## src/rtl/audio_receive_stereo.sv

```systemverilog
`default_nettype none
// ============================================================================
// Module   : audio_receive_stereo
// Function : I2S / left-justified serial ADC receiver producing a coherent
//            MSB-aligned left/right sample pair with a one-cycle valid strobe.
// Revision : 1.0 - initial release
// ============================================================================
module audio_receive_stereo #(
  parameter int WL       = 24,
  parameter int DW       = 32,
  parameter bit I2S_MODE = 1'b1,
  parameter bit LEFT_LVL = 1'b0
) (
  input  logic          aud_bclk,
  input  logic          rst_n,
  input  logic          aud_lrc,
  input  logic          aud_adcdat,
  output logic [DW-1:0] out_left,
  output logic [DW-1:0] out_right,
  output logic          rx_valid,
  output logic          frame_err
);

  localparam int              c_cnt_w    = $clog2(WL + 1);
  localparam logic [c_cnt_w-1:0] c_cnt_full = c_cnt_w'(WL);
  localparam logic [c_cnt_w-1:0] c_cnt_last = c_cnt_w'(WL - 1);
  localparam logic [c_cnt_w-1:0] c_cnt_one  = c_cnt_w'(1);

  logic               r_lrc_d;
  logic [c_cnt_w-1:0] r_cnt;
  logic [WL-2:0]      r_sh;
  logic               r_chan_left;
  logic               r_left_ok;
  logic [DW-1:0]      r_left_hold;

  logic               w_edge;
  logic               w_take;
  logic               w_complete;
  logic               w_short;
  logic [WL-1:0]      w_sample;
  logic [DW-1:0]      w_wide;

  always_comb begin
    w_edge     = aud_lrc ^ r_lrc_d;
    w_take     = (r_cnt < c_cnt_full);
    w_sample   = {r_sh, aud_adcdat};
    w_wide     = DW'(w_sample) << (DW - WL);
    // In I2S the edge-cycle bit is still the old slot's LSB; in LJ it is the new MSB.
    w_complete = (r_cnt == c_cnt_last) && ((I2S_MODE != 1'b0) || !w_edge);
    w_short    = w_edge && ((I2S_MODE != 1'b0) ? (r_cnt < c_cnt_last) : w_take);
  end

  always_ff @(posedge aud_bclk or negedge rst_n) begin
    if (!rst_n) begin
      r_lrc_d     <= 1'b0;
      r_cnt       <= c_cnt_full;
      r_sh        <= '0;
      r_chan_left <= 1'b0;
      r_left_ok   <= 1'b0;
      r_left_hold <= '0;
      out_left    <= '0;
      out_right   <= '0;
      rx_valid    <= 1'b0;
      frame_err   <= 1'b0;
    end else begin
      r_lrc_d   <= aud_lrc;
      rx_valid  <= 1'b0;
      frame_err <= w_short;

      if (w_edge || w_take) begin
        r_sh <= w_sample[WL-2:0];
      end

      if (w_edge) begin
        r_chan_left <= (aud_lrc == LEFT_LVL);
        r_cnt       <= (I2S_MODE != 1'b0) ? '0 : c_cnt_one;
      end else if (w_take) begin
        r_cnt <= r_cnt + c_cnt_one;
      end

      // r_chan_left still names the finishing slot on an I2S edge cycle.
      if (w_complete) begin
        if (r_chan_left) begin
          r_left_hold <= w_wide;
          r_left_ok   <= 1'b1;
        end else if (r_left_ok) begin
          out_left  <= r_left_hold;
          out_right <= w_wide;
          rx_valid  <= 1'b1;
          r_left_ok <= 1'b0;
        end
      end

      if (w_short) begin
        r_left_ok <= 1'b0;
      end
    end
  end

endmodule
`default_nettype wire

```

## config.mk

```make
export PLATFORM = sky130hd
export DESIGN_NAME = audio_receive_stereo
export DESIGN_NICKNAME = d
export VERILOG_FILES = /design/src/rtl/audio_receive_stereo.sv
export SDC_FILE = /design/constraint.sdc
export NUM_CORES = 1
export LEC_CHECK = 0
export BUFFER_PORTS_ARGS = -buffer_cell sky130_fd_sc_hd__buf_4
export CAP_MARGIN = 25
export CORE_UTILIZATION = 40
export DETAILED_ROUTE_END_ITERATION = 8
export GPL_TIMING_DRIVEN = 1
export MAX_ROUTING_LAYER = met4
export PLACE_DENSITY = 0.62
export SLEW_MARGIN = 10
export SYNTH_ARGS = -nofsm -noshare
export SYNTH_HDL_FRONTEND = slang
export SYNTH_SLANG_ARGS = --single-unit
```

## constraint.sdc

```tcl
create_clock -name aud_bclk -period 2.45 [get_ports aud_bclk]
set_input_delay 0.49 -clock aud_bclk [delete_from_list [all_inputs] [get_ports aud_bclk]]
set_output_delay 0.49 -clock aud_bclk [all_outputs]
set_load 0.005 [all_outputs]
```

==> results of run 1 <==
[metal layers]
metal	global-route usage, %	share of wire, %
met4	4.23	1.2
met2	20.5	48
met3	4.95	5.0
met5	-	0
met1	16.7	46
[registers in the layout, summed over array words and instances (netlist names)]
name / flops
r_left_hold: 24
r_chan_left: 1
r_lrc_d: 1
frame_err: 1
r_left_ok: 1
r_cnt: 5
r_sh: 23
rx_valid: 1
out_right: 24
out_left: 24
[worst paths after layout]
path	start	endpoint	slack, ps	cells past startpoint
worst max-delay path	r_cnt[0]	out_left[21]	470	5
worst min-delay path	rst_n	out_left[28]	80	1
max in group asynchronous	rst_n	r_cnt[3]	1620	2
worst max register to register	r_cnt[0]	out_left[21]	470	5
worst min register to register	out_right[27]	out_right[27]	490	1
min in group aud_bclk	aud_lrc	r_lrc_d	270	1
[power by group]
| part | internal, mW | leakage (nW) | switching [mW] |
|---|---|---|---|
| sequential | 1.77 | 1.40 | 0.0344 |
| combinational | 0.0413 | 0.937 | 0.0605 |
| clock | 0.499 | 0.0998 | 0.548 |
[placed cells by master, fill, tap and decap left out, drive strengths merged, types with 2 or more instances in the layout]
master / instances
nand2: 3
nand3: 3
nor3b: 2
mux2: 95
dfrtp: 103
dfstp: 2
inv: 4
conb: 16
clkinv: 2
xnor2: 2
a21oi: 5
clkbuf: 11
nor2: 3
buf: 60
[cell families after synthesis]
group | count (synthesis)
and+or+nand+nor | 14
other | 1
AOI/OAI and AO/OA | 8
adders and majority gates | 1
xor gates and xnor gates | 3
DFF | 105
muxes | 95
buffers and inverters | 29
[layout make-up]
type / instances / area (um^2)
Fill cell: 858 / 5090
Multi-Input combinational cell: 137 / 1310
Inverter: 3 / 11.3
Sequential cell: 105 / 2630
Clock inverter: 4 / 52.6
Tap cell: 133 / 166
Timing Repair Buffer: 60 / 463
Clock buffer: 11 / 141
[through the flow]
step                      util, %  hold WS [ps]  total power, mW  worst slack [ps]  instance area, um^2
after floorplan                 -           194             1.89               729                 4150
after global placement       46.4           470             1.94               453                 4580
after detailed placement     46.4           477             1.94               433                 4580
after CTS                    48.4          89.4             3.00               445                 4770
after global routing         48.4          95.8             3.08               343                 4770
final                        48.4          80.6             2.95               470                 4770
==> impl_metrics.prom, run 1 <==
# TYPE chip_impl_metric gauge
chip_impl_info{name="status",value="finished, final reports clean"} 1
chip_impl_info{name="synthFlopType",value="sky130_fd_sc_hd__dfrtp_1"} 1
chip_impl_metric{name="power_density",unit="nW/um^2"} 618
chip_impl_metric{name="final-hold-violation-count",unit=""} 0
chip_impl_metric{name="routed_wire_length_per_instance",unit="um"} 13.7
chip_impl_metric{name="net_count_final",unit=""} 321
chip_impl_info{name="crit_path_end_kind",value="flop"} 1
chip_impl_metric{name="slew_headroom",unit="%"} 66.6
chip_impl_metric{name="worst_ep_required_time",unit="ps"} 2700
chip_impl_metric{name="fmaxAchievable",unit="MHz"} 505
chip_impl_metric{name="drive_above_1_share",unit="%"} 50.6
chip_impl_metric{name="fp.dieArea",unit="um^2"} 10600
chip_impl_metric{name="final_cells",unit=""} 453
chip_impl_metric{name="dieWidth",unit="um"} 103
chip_impl_metric{name="hold_buffer_count_at_cts",unit=""} 0
chip_impl_info{name="grt_setup_unrepaired",value="no"} 1
chip_impl_info{name="synth.cells.most_frequent",value="sky130_fd_sc_hd__dfrtp_1 (103), sky130_fd_sc_hd__mux2_2 (83), sky130_fd_sc_hd__buf_4 (17)"} 1
chip_impl_info{name="worstHoldPathType",value="primary input to async pin"} 1
chip_impl_metric{name="detailedRoute.firstPassIterationCount",unit=""} 4
chip_impl_metric{name="postSynthRegisterBits",unit=""} 105
chip_impl_metric{name="synth.area.mux_share",unit="%"} 26.2
chip_impl_metric{name="syn_inst",unit=""} 256
chip_impl_metric{name="finalSetupTns",unit="ps"} 0
chip_impl_metric{name="setup_violations",unit=""} 0
chip_impl_metric{name="total_length_of_routed_wires",unit="um"} 6230
chip_impl_metric{name="post-synth-top-area-fraction",unit="%"} 63.0
chip_impl_metric{name="ys_seq_area_share",unit="%"} 64.2
chip_impl_metric{name="post-route-period-util",unit="%"} 80.8
chip_impl_metric{name="floorplan.initialDensity",unit="%"} 41.5
chip_impl_metric{name="place.port_buffers",unit=""} 53
chip_impl_metric{name="avgSynthCellArea",unit="um^2"} 16.0
chip_impl_metric{name="post-place-cells",unit=""} 438
chip_impl_metric{name="worst_path_largest_cell_delay",unit="ps"} 420
chip_impl_metric{name="grt_pass1_vias",unit=""} 2037
chip_impl_metric{name="design.portCount",unit=""} 70
chip_impl_metric{name="cts_made_buffers",unit=""} 9
chip_impl_metric{name="rows",unit=""} 36
chip_impl_metric{name="ctsLongestPathBuffers",unit=""} 2
chip_impl_metric{name="cts.repair.resized",unit=""} 0
chip_impl_metric{name="globalplace.congestion",unit=""} 0.702
chip_impl_metric{name="power.static_leakage",unit="nW"} 2.43
chip_impl_metric{name="detail_route.drc_violations",unit=""} 0
chip_impl_metric{name="critical_path.max_fanout",unit=""} 28
chip_impl_metric{name="clock_latency",unit="ps"} 360
chip_impl_metric{name="ys_async_sr_fraction",unit="%"} 100
chip_impl_metric{name="critical_path_arrival",unit="ps"} 2230
chip_impl_metric{name="areaGrowthSynthToFinish",unit="%"} 16.5
chip_impl_metric{name="postCtsSetupBuffers",unit=""} 0
chip_impl_metric{name="synth_edf_count",unit=""} 0
chip_impl_info{name="yosysTopAreaCell",value="sky130_fd_sc_hd__dfrtp_1"} 1
chip_impl_metric{name="die-height",unit="um"} 103
chip_impl_info{name="ctsRootBufferMaster",value="sky130_fd_sc_hd__clkbuf_8"} 1
chip_impl_metric{name="route.detailed.vias_per_inst",unit=""} 4.66
chip_impl_info{name="timing.critical_path.from_type",value="flop"} 1
chip_impl_metric{name="route.antenna.remaining_nets",unit=""} 0
chip_impl_metric{name="gr-total-overflow",unit=""} 0
chip_impl_metric{name="wire_length_of_the_first_global_routing_pass",unit="um"} 10300
chip_impl_metric{name="worst_pin_slew",unit="ps"} 500
chip_impl_metric{name="cts_htree_levels",unit=""} 3
chip_impl_metric{name="pin_count_of_the_biggest_net_entering_global_routing",unit=""} 48
chip_impl_metric{name="maximum_vdd_drop",unit="mV"} 0.555
chip_impl_info{name="synth.top_cells.by_area",value="sky130_fd_sc_hd__dfrtp_1 (63%), sky130_fd_sc_hd__mux2_2 (23%), sky130_fd_sc_hd__buf_4 (3.1%), sky130_fd_sc_hd__mux2_1 (3.0%), sky130_fd_sc_hd__buf_6 (1.7%)"} 1
chip_impl_info{name="path_type_of_the_worst_setup_path",value="flop to flop"} 1
chip_impl_metric{name="max-cap-violations",unit=""} 0
chip_impl_info{name="cell_family_with_the_largest_share_of_critical_path_delay",value="simple AND/OR/NAND/NOR gates"} 1
chip_impl_metric{name="synth_cell_types",unit=""} 26
chip_impl_info{name="most_repeated_cell_in_the_gate_level_netlist_after_synthesis",value="sky130_fd_sc_hd__dfrtp_1"} 1
chip_impl_metric{name="final.setup_skew",unit="ps"} 6.32
chip_impl_metric{name="synthAdderAreaFrac",unit="%"} 0.306
chip_impl_metric{name="synth_xor_area_share",unit="%"} 0.642
chip_impl_metric{name="detailroute.via_count",unit=""} 2113
chip_impl_metric{name="antenna_found_initial",unit=""} 0
chip_impl_metric{name="design.core.area",unit="um^2"} 9860
chip_impl_metric{name="clkSinkCount",unit=""} 105
chip_impl_metric{name="synth_warnings",unit=""} 0
chip_impl_info{name="dominant_combinational_cell_family_by_area_after_synthesis",value="multiplexers"} 1
chip_impl_metric{name="synth_compound_area_share",unit="%"} 1.13
chip_impl_metric{name="synth-simple-area-share",unit="%"} 1.96
chip_impl_info{name="critPathSlowestCell",value="sky130_fd_sc_hd__dfrtp_1"} 1
chip_impl_metric{name="report.final.slew_viol_count",unit=""} 0
chip_impl_metric{name="path_clk_slew",unit="ps"} 90
chip_impl_metric{name="drt_iter0_markers",unit=""} 18
chip_impl_info{name="crit_path_cell_trace",value="ha_1, nand4b_1, nor3b_4, buf_4, mux2_2"} 1
chip_impl_metric{name="final_period_minus_worst_setup_slack",unit="ps"} 1980
chip_impl_info{name="tritoncts",value="done"} 1
chip_impl_metric{name="netlist_area",unit="um^2"} 4090
chip_impl_metric{name="grt_use_total",unit="%"} 13.5
chip_impl_metric{name="num_antenna_cells",unit=""} 0
chip_impl_metric{name="dp_hpwl",unit="um"} 4250
chip_impl_metric{name="worst-path-buf-inv",unit=""} 1
Power figures use the tool's default switching activity.
==> inputs of run 2 (changes only) <==
==> constraint.sdc (replaced) <==
create_clock -name aud_bclk -period 2 [get_ports aud_bclk]
set_input_delay 0.4 -clock aud_bclk [delete_from_list [all_inputs] [get_ports aud_bclk]]
set_output_delay 0.4 -clock aud_bclk [all_outputs]
set_load 0.005 [all_outputs]
==> run 2 against run 1 <==
Combinational power up 26%. Sequential share of layout area shrank 0.94 points. Clock power up 26%. Global-route usage rose by 0.23 points. Via count grew 2.4%. Setup slack got worse by 360 ps. Wire length is 1.8% higher. Cell area grew 1.7%. Clock skew grew 2.8 ps.
==> impl_metrics.prom, run 2 (synthesized netlist as in run 1, its figures left out) <==
# TYPE chip_impl_metric gauge
chip_impl_metric{name="postLayoutCoreUtil",unit="%"} 49.2
chip_impl_metric{name="drt_iter0_markers",unit=""} 46
chip_impl_metric{name="floorplan.initialDensity",unit="%"} 41.5
chip_impl_metric{name="dieWidth",unit="um"} 103
chip_impl_info{name="worstHoldPathType",value="primary input to flop"} 1
chip_impl_info{name="crit_path_cell_trace",value="ha_1, nand4b_1, nor3b_4, buf_12, mux2_2"} 1
chip_impl_metric{name="antenna_found_initial",unit=""} 0
chip_impl_metric{name="grt_pass1_vias",unit=""} 2146
chip_impl_metric{name="cts_made_buffers",unit=""} 9
chip_impl_metric{name="fmaxAchievable",unit="MHz"} 529
chip_impl_metric{name="final-hold-violation-count",unit=""} 0
chip_impl_metric{name="power.total",unit="mW"} 3.65
chip_impl_metric{name="post-place-cells",unit=""} 441
chip_impl_metric{name="pwr-share-clk",unit="%"} 36.1
chip_impl_info{name="ctsRootBufferMaster",value="sky130_fd_sc_hd__clkbuf_8"} 1
chip_impl_info{name="layout.cells.most_common",value="sky130_fd_sc_hd__dfrtp_1"} 1
chip_impl_metric{name="detail_route.drc_violations",unit=""} 0
chip_impl_metric{name="hold_buffer_count_at_cts",unit=""} 1
chip_impl_metric{name="wire_length_of_the_first_global_routing_pass",unit="um"} 10600
chip_impl_metric{name="rows",unit=""} 36
chip_impl_metric{name="grt_use_total",unit="%"} 13.7
chip_impl_metric{name="critical_path_arrival",unit="ps"} 2130
chip_impl_metric{name="reg2reg_setup_slack",unit="ps"} 110
chip_impl_info{name="critPathSlowestCell",value="sky130_fd_sc_hd__dfrtp_1"} 1
chip_impl_metric{name="timing.hold.worst_path_depth",unit=""} 1
chip_impl_metric{name="total_length_of_routed_wires",unit="um"} 6340
chip_impl_metric{name="power_density",unit="nW/um^2"} 752
chip_impl_info{name="path_type_of_the_worst_setup_path",value="flop to flop"} 1
chip_impl_metric{name="final_cells",unit=""} 458
chip_impl_info{name="grt_setup_unrepaired",value="no"} 1
chip_impl_info{name="reg2reg_from",value="r_cnt[0]"} 1
chip_impl_metric{name="critical_path.max_fanout",unit=""} 28
chip_impl_metric{name="worst-r2r-cell-count",unit=""} 5
chip_impl_metric{name="dp_hpwl",unit="um"} 4310
chip_impl_metric{name="globalplace.congestion",unit=""} 0.675
chip_impl_info{name="worst_r2r_endpoint",value="out_right[19]"} 1
chip_impl_metric{name="internal-power",unit="mW"} 2.87
chip_impl_metric{name="power.net_switching",unit="mW"} 0.786
chip_impl_metric{name="finalSetupTns",unit="ps"} 0
chip_impl_info{name="timing.hold.worst.start",value="aud_lrc"} 1
chip_impl_info{name="status",value="finished, final reports clean"} 1
chip_impl_metric{name="comb_power_share",unit="%"} 3.5
chip_impl_info{name="largestRegisters",value="out_left x24, out_right x24, r_left_hold x24"} 1
chip_impl_metric{name="n_fill_cell",unit=""} 866
chip_impl_metric{name="final_period_minus_worst_setup_slack",unit="ps"} 1890
chip_impl_metric{name="max-cap-violations",unit=""} 0
chip_impl_metric{name="design.portCount",unit=""} 70
chip_impl_metric{name="ctsLongestPathBuffers",unit=""} 2
chip_impl_metric{name="worst_path_largest_cell_delay",unit="ps"} 410
chip_impl_metric{name="detailedRoute.firstPassIterationCount",unit=""} 3
chip_impl_metric{name="detailroute.via_count",unit=""} 2163
chip_impl_metric{name="maximum_vdd_drop",unit="mV"} 0.450
chip_impl_metric{name="postCtsSetupBuffers",unit=""} 0
chip_impl_metric{name="path_clk_slew",unit="ps"} 90
chip_impl_info{name="tritoncts",value="done"} 1
chip_impl_metric{name="cts.repair.resized",unit=""} 0
chip_impl_info{name="crit_path_start",value="r_cnt[0]"} 1
chip_impl_metric{name="cts_htree_levels",unit=""} 3
chip_impl_metric{name="place.port_buffers",unit=""} 53
chip_impl_metric{name="final.setup_skew",unit="ps"} 9.08
chip_impl_info{name="hold_path_end",value="r_lrc_d"} 1
chip_impl_metric{name="clock_latency",unit="ps"} 350
chip_impl_metric{name="power.share.sequential",unit="%"} 60.4
chip_impl_metric{name="route.detailed.vias_per_inst",unit=""} 4.72
chip_impl_metric{name="areaGrowthSynthToFinish",unit="%"} 18.5
chip_impl_metric{name="switching_share",unit="%"} 21.5
chip_impl_metric{name="routed_wire_length_per_instance",unit="um"} 13.8
chip_impl_info{name="timing.critical_path.from_type",value="flop"} 1
chip_impl_metric{name="design.core.area",unit="um^2"} 9860
chip_impl_metric{name="fp.dieArea",unit="um^2"} 10600
chip_impl_info{name="crit_path_end_kind",value="flop"} 1
chip_impl_metric{name="drive_above_1_share",unit="%"} 51.1
chip_impl_metric{name="clkSinkCount",unit=""} 105
chip_impl_metric{name="setup_violations",unit=""} 0
chip_impl_metric{name="report.final.slew_viol_count",unit=""} 0
chip_impl_metric{name="route.antenna.remaining_nets",unit=""} 0
chip_impl_metric{name="num_antenna_cells",unit=""} 0
chip_impl_metric{name="pin_count_of_the_biggest_net_entering_global_routing",unit=""} 41
chip_impl_metric{name="power.static_leakage",unit="nW"} 2.47
chip_impl_metric{name="net_count_final",unit=""} 325
chip_impl_metric{name="post-route-period-util",unit="%"} 94.4
chip_impl_metric{name="die-height",unit="um"} 103
chip_impl_metric{name="worst_ep_required_time",unit="ps"} 2240
chip_impl_metric{name="gr-total-overflow",unit=""} 0
chip_impl_info{name="layout_common_cells",value="sky130_fd_sc_hd__dfrtp_1 (103), sky130_fd_sc_hd__mux2_2 (83), sky130_fd_sc_hd__buf_4 (59)"} 1
## run 2: changes by cell type in the layout (fill, tap and decap cells not counted)
cell / change
sky130_fd_sc_hd__buf_12: +3
sky130_fd_sc_hd__clkbuf_8: +1
sky130_fd_sc_hd__clkinvlp_4: +1
sky130_fd_sc_hd__dlygate4sd3_1: +1
sky130_fd_sc_hd__inv_6: -1
## run 2: area by class of cell
class                           instances  area (um^2)  area share, %
Clock buffer                           12          155           3.20
Clock inverter                          4         51.3           1.06
Inverter                                3         11.3          0.232
Multi-Input combinational cell        137         1310           26.9
Sequential cell                       105         2630           54.2
Tap cell                              133          166           3.43
Timing Repair Buffer                   64          533           11.0
## run 2: routing by layer
metal	vias to the layer above	wire (um)	GRT usage, %
met3	5	332	4.95
met1	1106	2960	16.7
li1	993	-	-
met4	0	43	3.25
met2	59	3010	21.8
met5	-	0	-
## run 2: how the worst max path moves through the flow
stage,end,slack [ps],cells after the start
global route,out_left[19],4,5
floorplan,out_right[22],280,6
detailed placement,out_right[10],110,5
finish,out_right[19],110,5
CTS,out_right[19],100,5
global placement,out_right[13],180,5
## run 2: power groups by stage
stage	Clock, mW	Combinational, mW	Sequential [mW]
2_1_floorplan	0	0.0818	2.23
3_3_place_gp	0	0.129	2.25
3_5_place_dp	0	0.132	2.25
4_1_cts	1.38	0.134	2.20
5_1_grt	1.45	0.152	2.21
6_report	1.32	0.129	2.20
## run 2: through the flow
step                      hold WS [ps]  instance area (um^2)  worst slack [ps]
after global routing               154                  4850              4.17
after detailed placement           370                  4640               112
after CTS                          163                  4850              96.5
after floorplan                    104                  4150               279
after global placement             359                  4640               182
final                              182                  4850               111
## run 2: critical path: cells and delay by family (launching register included)
| family | cells | cell delay, ps |
|---|---|---|
| AND/OR/NAND/NOR | 2 | 560 |
| multiplexers | 1 | 350 |
| buffers and inverters | 1 | 240 |
| adder cells (fa/ha/maj) | 1 | 210 |
| flip-flops | 1 | 410 |
